===== src/rtl/serial_adder.sv =====
`default_nettype none
// serial_adder: bit-serial WIDTH-bit adder built around one fulladder slice,
// LSB first, parallel result with a one-cycle done pulse.

module fulladder (
    input  logic x,
    input  logic y,
    input  logic z,
    output logic s,
    output logic c
);
    assign s = x ^ y ^ z;
    assign c = (x & y) | (x & z) | (y & z);
endmodule

module serial_adder #(
    parameter int WIDTH = 8
) (
    input  logic             clk,
    input  logic             rst_n,
    input  logic             start_i,
    input  logic [WIDTH-1:0] a_i,
    input  logic [WIDTH-1:0] b_i,
    input  logic             cin_i,
    output logic             busy_o,
    output logic             done_o,
    output logic [WIDTH-1:0] sum_o,
    output logic             cout_o
);
    localparam int CNT_W = $clog2(WIDTH + 1);
    localparam logic [CNT_W-1:0] LAST_CNT = CNT_W'(WIDTH - 1);

    localparam logic [1:0] S_IDLE  = 2'd0;
    localparam logic [1:0] S_SHIFT = 2'd1;
    localparam logic [1:0] S_DONE  = 2'd2;

    logic [1:0]       state_q, state_d;
    logic [WIDTH-1:0] a_sr_q, a_sr_d;
    logic [WIDTH-1:0] b_sr_q, b_sr_d;
    logic             carry_q, carry_d;
    logic [CNT_W-1:0] cnt_q, cnt_d;
    logic [WIDTH-1:0] sum_q, sum_d;
    logic             cout_q, cout_d;
    logic             busy_q, busy_d;
    logic             done_q, done_d;

    logic             bit_w;
    logic             cnext_w;
    logic [WIDTH-1:0] s_next_w;

    fulladder u_fa (
        .x (a_sr_q[0]),
        .y (b_sr_q[0]),
        .z (carry_q),
        .s (bit_w),
        .c (cnext_w)
    );

    // Only the upper WIDTH-1 partial-sum bits need storage; the newest bit
    // comes straight from the adder slice.
    generate
        if (WIDTH == 1) begin : g_w1
            assign s_next_w = bit_w;
        end else begin : g_wn
            logic [WIDTH-2:0] s_sr_q;

            always_ff @(posedge clk or negedge rst_n) begin
                if (!rst_n) begin
                    s_sr_q <= '0;
                end else if (state_q == S_SHIFT) begin
                    s_sr_q <= s_next_w[WIDTH-1:1];
                end
            end

            assign s_next_w = {bit_w, s_sr_q};
        end
    endgenerate

    always_comb begin
        state_d = state_q;
        a_sr_d  = a_sr_q;
        b_sr_d  = b_sr_q;
        carry_d = carry_q;
        cnt_d   = cnt_q;
        sum_d   = sum_q;
        cout_d  = cout_q;
        busy_d  = busy_q;
        done_d  = 1'b0;

        case (state_q)
            S_SHIFT: begin
                a_sr_d  = a_sr_q >> 1;
                b_sr_d  = b_sr_q >> 1;
                carry_d = cnext_w;
                cnt_d   = cnt_q + CNT_W'(1);
                busy_d  = 1'b1;
                if (cnt_q == LAST_CNT) begin
                    sum_d   = s_next_w;
                    cout_d  = cnext_w;
                    state_d = S_DONE;
                    done_d  = 1'b1;
                end
            end
            default: begin
                // IDLE and DONE accept a new start identically.
                if (start_i) begin
                    a_sr_d  = a_i;
                    b_sr_d  = b_i;
                    carry_d = cin_i;
                    cnt_d   = '0;
                    state_d = S_SHIFT;
                    busy_d  = 1'b1;
                end else begin
                    state_d = S_IDLE;
                    busy_d  = 1'b0;
                end
            end
        endcase
    end

    always_ff @(posedge clk or negedge rst_n) begin
        if (!rst_n) begin
            state_q <= S_IDLE;
            a_sr_q  <= '0;
            b_sr_q  <= '0;
            carry_q <= 1'b0;
            cnt_q   <= '0;
            sum_q   <= '0;
            cout_q  <= 1'b0;
            busy_q  <= 1'b0;
            done_q  <= 1'b0;
        end else begin
            state_q <= state_d;
            a_sr_q  <= a_sr_d;
            b_sr_q  <= b_sr_d;
            carry_q <= carry_d;
            cnt_q   <= cnt_d;
            sum_q   <= sum_d;
            cout_q  <= cout_d;
            busy_q  <= busy_d;
            done_q  <= done_d;
        end
    end

    assign busy_o = busy_q;
    assign done_o = done_q;
    assign sum_o  = sum_q;
    assign cout_o = cout_q;

endmodule
`default_nettype wire


===== config.mk =====
export PLATFORM = sky130hd
export DESIGN_NAME = serial_adder
export DESIGN_NICKNAME = d
export VERILOG_FILES = /design/src/rtl/serial_adder.sv
export SDC_FILE = /design/constraint.sdc
export NUM_CORES = 1
export LEC_CHECK = 0
export ABC_AREA = 1
export BUFFER_PORTS_ARGS = -buffer_cell sky130_fd_sc_hd__buf_2
export CAP_MARGIN = 15
export CORE_UTILIZATION = 54
export CTS_CLUSTER_DIAMETER = 150
export DETAILED_ROUTE_END_ITERATION = 10
export GPL_TIMING_DRIVEN = 0
export MAX_ROUTING_LAYER = met4
export PLACE_DENSITY = 0.82
export SLEW_MARGIN = 15
export SYNTH_ARGS = -nofsm -noshare
export SYNTH_HDL_FRONTEND = slang
export SYNTH_SLANG_ARGS = --single-unit

===== constraint.sdc =====
create_clock -name clk -period 1.6 [get_ports clk]
set_input_delay 0.24 -clock clk [delete_from_list [all_inputs] [get_ports clk]]
set_output_delay 0.24 -clock clk [all_outputs]
set_load 0.005 [all_outputs]

; ---- Word level (Yosys, flattened, before mapping)
; Cells that the tools add are included.
[op_classes]
addsub = 1
n_eq_ne = 3
muxes = 15
bitwise_logic = 7
n_reduce_logical = 2
[op_table]
columns = cell, n
row1 = two-way mux 8 bit, 4
row2 = two-way mux 4 bit, 2
row3 = two-way mux 1 bit, 7
row4 = "adder 4 x 1 -> 4 bit, second input constant", 1
row5 = "equality test 4 x 3 -> 1 bit, second input constant", 1
row6 = two-way mux 2 bit, 2
row7 = bitwise AND 1 bit, 3
row8 = "equality test 2 x 1 -> 1 bit, second input constant", 1
row9 = "inequality test 2 x 1 -> 1 bit, second input constant", 1
row10 = bitwise OR 1 bit, 2
row11 = AND reduction 2 bit, 1
row12 = nonzero test 2 bit, 1
row13 = XOR 1 bit, 2
[word_totals]
register_bits = 41
output_inout_bits = 11

; ---- Depth between registers and ports, before layout
[logic_depth]
depth_word = 4
depth_mapped = 6
ltp_nobuf = 5

; ---- Cells and area by module
; A second synthesis with hierarchy kept.
[hier_totals]
hier_cells = 193
area_unflattened_um2 = 1796.7
[modules_own_cells]
columns = module, n_inst, cells_per_inst, area_each_um2, seq_area_each_um2
row1 = serial_adder, 1, 192, 1776.7, 1026.0
row2 = fulladder, 1, 1, 20.0, 0.0

; ---- Worst setup path after synthesis
; Ideal clock, no wire load.
[synth_path]
path_type = register to register
from = register cnt_q[0]
to = register sum_q[7], in the netlist sum_o[7]
t_arrival_ns = 1.012
required_time_ns = 1.483
setup_slack_ns = 0.471
path_stages_with_launch = 7
synth_period_minus_slack_ns = 1.129
cell_sequence = dfrtp_1 ha_1 nand3_1 nor2_1 buf_4 nand2_1 nand2_1
[synth_via]
elab_chain_cells = 2
[synth_lines]
columns = item, line
row1 = from (decl), 41  ; logic [CNT_W-1:0] cnt_q, cnt_d;
row2 = from (signal assigned), 137  ; cnt_q <= cnt_d;
row3 = equality test 4 x 3 -> 1 bit, 97  ; if (cnt_q == LAST_CNT) begin
row4 = AND reduction 2 bit (no source line), -
row5 = to (signal assigned), 138  ; sum_q <= sum_d;
row6 = to (decl), 42  ; logic [WIDTH-1:0] sum_q, sum_d;
; No other way between the ends.
; A chain may end at the register's enable or synchronous reset.

; ---- Worst setup path in the final report
; Same ends and word-level chain as after synthesis.

==> metrics.cfg <==
[placed_design]
port_buffers = 30
gp_congestion = 0.760
dp_hpwl_um = 2170

[min_path]
hp-class = primary input to asynchronous set/reset pin

[clocking]
cts_sinks = 41
cts_tree = built
cts_resized = 0
cts-htree-levels = 2
cts_inserted_buffers = 5
clk_path_buf_depth = 2
clockRootBuffer = clkbuf_4
clk_latency_ns = 0.35
hold_buffers = 0
cts.reportedPaths.clkPinSlew_ns = 0.12
post_cts_buffers = 0

[floorplan]
io_pins = 31
die_x_um = 58.8
dieHeight_um = 58.8
start_util = 0.570
rows = 20
core_area_um2 = 3050
die_area_um2 = 3460

[timing]
max_freq_mhz = 789
rsz0062_at_grt = false
fin_crit_sh = 0.792
relSlewSlack = 0.411
slew_violations = 0
period_needed_ns = 1.27
hold-worst-slack_ns = -0.00925
final_hold_viol_count = 12
clock_skew_ns = 0.00863
worst_pin_slew_ns = 0.884
finalSetupTns_ns = 0
setup-violations-final = 0

[critical_path]
end_kind = flop
reg2reg_slack_ns = 0.33
crit_fanout = 10
crit_type = flop to flop
reg2regPathDepth = 6
reg2reg_from = cnt_q[0]
timing.rr.end = sum_o[7]
worstPathArrival_ns = 1.57
start_kind = flop
cp.required_ns = 1.90

[detailed_routing]
dr_total_vias = 1356
drtIter0Drc = 45
wl_um = 3090
drc = 0
post_drt_wl_per_cell_um = 11.3
ant_nets = 0
dr.pass1.iters = 4
viasPerCell = 4.95

[cells_and_area]
drive_gt1_frac = 0.230
diodes = 0
fin_nets = 251
fillerInstances = 286
regArea_um2 = 1030
syn2layout_area_growth_pct = 15.8
multi_input_area_um2 = 626

[synthesis]
syn_area_per_cell_um2 = 9.07
syn-num-nets = 214
synth_seq_cells = 41
syn-instance-count = 192
synth_warnings = 0
syn_area_um2 = 1740
yosysUniqueCellTypes = 19
ys_seq_area_frac = 0.589

[grt]
grt_max_degree = 42
grt_overflow_total = 0
grt_pass1_vias = 1130
grt.total_usage = 0.205
grt_pass1_wl_um = 5000
antenna_found_initial = 0

[power_and_ir_drop]
leakage_nw = 1.09
total_power_mw = 3.73
ir_drop_uv = 804
powerDensity_nw_per_um2 = 1850

[run_status]
failed_checks = hold timing
status = finished, violations left

[flow_run]
cap_viol_max_count = 0

==> per-layer routing <==
metal,track usage,up-vias,routed length (um)
met5,-,-,0
met4,0.102,0,53
met3,0.0637,7,158
met2,0.315,35,1450
met1,0.244,627,1430
li1,-,687,-
==> critical path, stage by stage, from the launching register on <==
cell	delay (ns)
dfrtp_1	0.43
ha_1	0.22
nand3_1	0.10
nor2_1	0.15
buf_4	0.19
nand2_1	0.06
nand2_1	0.06
==> worst max path at each step <==
stage | from | endpoint | slack [ns] | cells after the start
floorplan | cnt_q[0] | sum_o[7] | 0.47 | 6
global placement | cnt_q[0] | cout_o | 0.35 | 6
detailed placement | cnt_q[0] | sum_o[3] | 0.34 | 6
CTS | cnt_q[0] | sum_o[3] | 0.31 | 6
global route | cnt_q[0] | sum_o[1] | 0.21 | 6
finish | cnt_q[0] | sum_o[7] | 0.33 | 6
==> report_power, final <==
part / switching, mW / internal [mW]
Sequential: 0.265 / 1.47
Combinational: 0.817 / 0.587
Clock: 0.327 / 0.255
Total: 1.41 / 2.32
==> cell families (layout without fill, tap and decap cells) <==
kind of cell,Yosys count,count (layout),share of synthesized area
and+or+nand+nor,126,126,0.318
adders and majority gates,2,2,0.0187
DFF,41,41,0.589
buffers and inverters,15,53,0.0517
AOI/OAI and AO/OA,8,8,0.0230
==> state kept, by name (all words and copies together) (netlist names) <==
| register | count |
|---|---|
| done_o | 1 |
| busy_o | 1 |
| b_sr_q | 8 |
| cout_o | 1 |
| a_sr_q | 8 |
| carry_q | 1 |
| state_q | 2 |
| cnt_q | 4 |
| g_wn.s_sr_q | 7 |
| sum_o | 8 |
==> per-stage QoR <==
| stage | setup slack (ns) | cell area (um^2) | utilization | std cells | hold WS (ns) |
|---|---|---|---|---|---|
| floorplan | 0.471 | 1740 | - | 192 | -0.0556 |
| global placement | 0.348 | 1950 | 0.638 | 266 | 0.406 |
| detailed placement | 0.343 | 1950 | 0.638 | 266 | 0.413 |
| CTS | 0.314 | 2020 | 0.661 | 274 | 0.0181 |
| global route | 0.210 | 2020 | 0.661 | 274 | 0.0405 |
| finish | 0.332 | 2020 | 0.661 | 274 | -0.00925 |
==> Yosys cell counts, drive strengths merged <==
| cell type | count | area share |
|---|---|---|
| nand3 | 33 | 0.095 |
| dfrtp | 41 | 0.59 |
| o21ai | 7 | 0.020 |
| a21oi | 1 | 0.0029 |
| nand2 | 83 | 0.18 |
| ha | 1 | 0.0072 |
| fa | 1 | 0.011 |
| nand4 | 1 | 0.0036 |
| buf | 8 | 0.037 |
| nand3b | 1 | 0.011 |
| inv | 7 | 0.015 |
| nor2 | 8 | 0.027 |
==> layout make-up <==
cell class,instances,share of cell area
Sequential cell,41,0.509
Multi-Input combinational cell,136,0.310
Timing Repair Buffer,30,0.0744
Clock buffer,7,0.0323
Buffer,8,0.0316
Tap cell,44,0.0273
Inverter,7,0.0130
Clock inverter,1,0.00248
==> layout by cell type, fill, tap and decap left out <==
cell type | Yosys | final
nand2_1 | 82 | 82
dfrtp_1 | 41 | 41
nand3_1 | 33 | 33
buf_2 | 3 | 33
inv_1 | 5 | 5
nor2_1 | 5 | 5
clkbuf_4 | 0 | 5
o21ai_1 | 4 | 4
buf_6 | 3 | 3
o21ai_0 | 3 | 3
inv_2 | 2 | 2
buf_4 | 2 | 2
nor2_4 | 2 | 2
clkbuf_8 | 0 | 2
nand2_2 | 1 | 1
nand3b_4 | 1 | 1
nor2_2 | 1 | 1
nand4_1 | 1 | 1
a21oi_1 | 1 | 1
fa_1 | 1 | 1
ha_1 | 1 | 1
clkinv_2 | 0 | 1
Power figures use the tool's default switching activity.
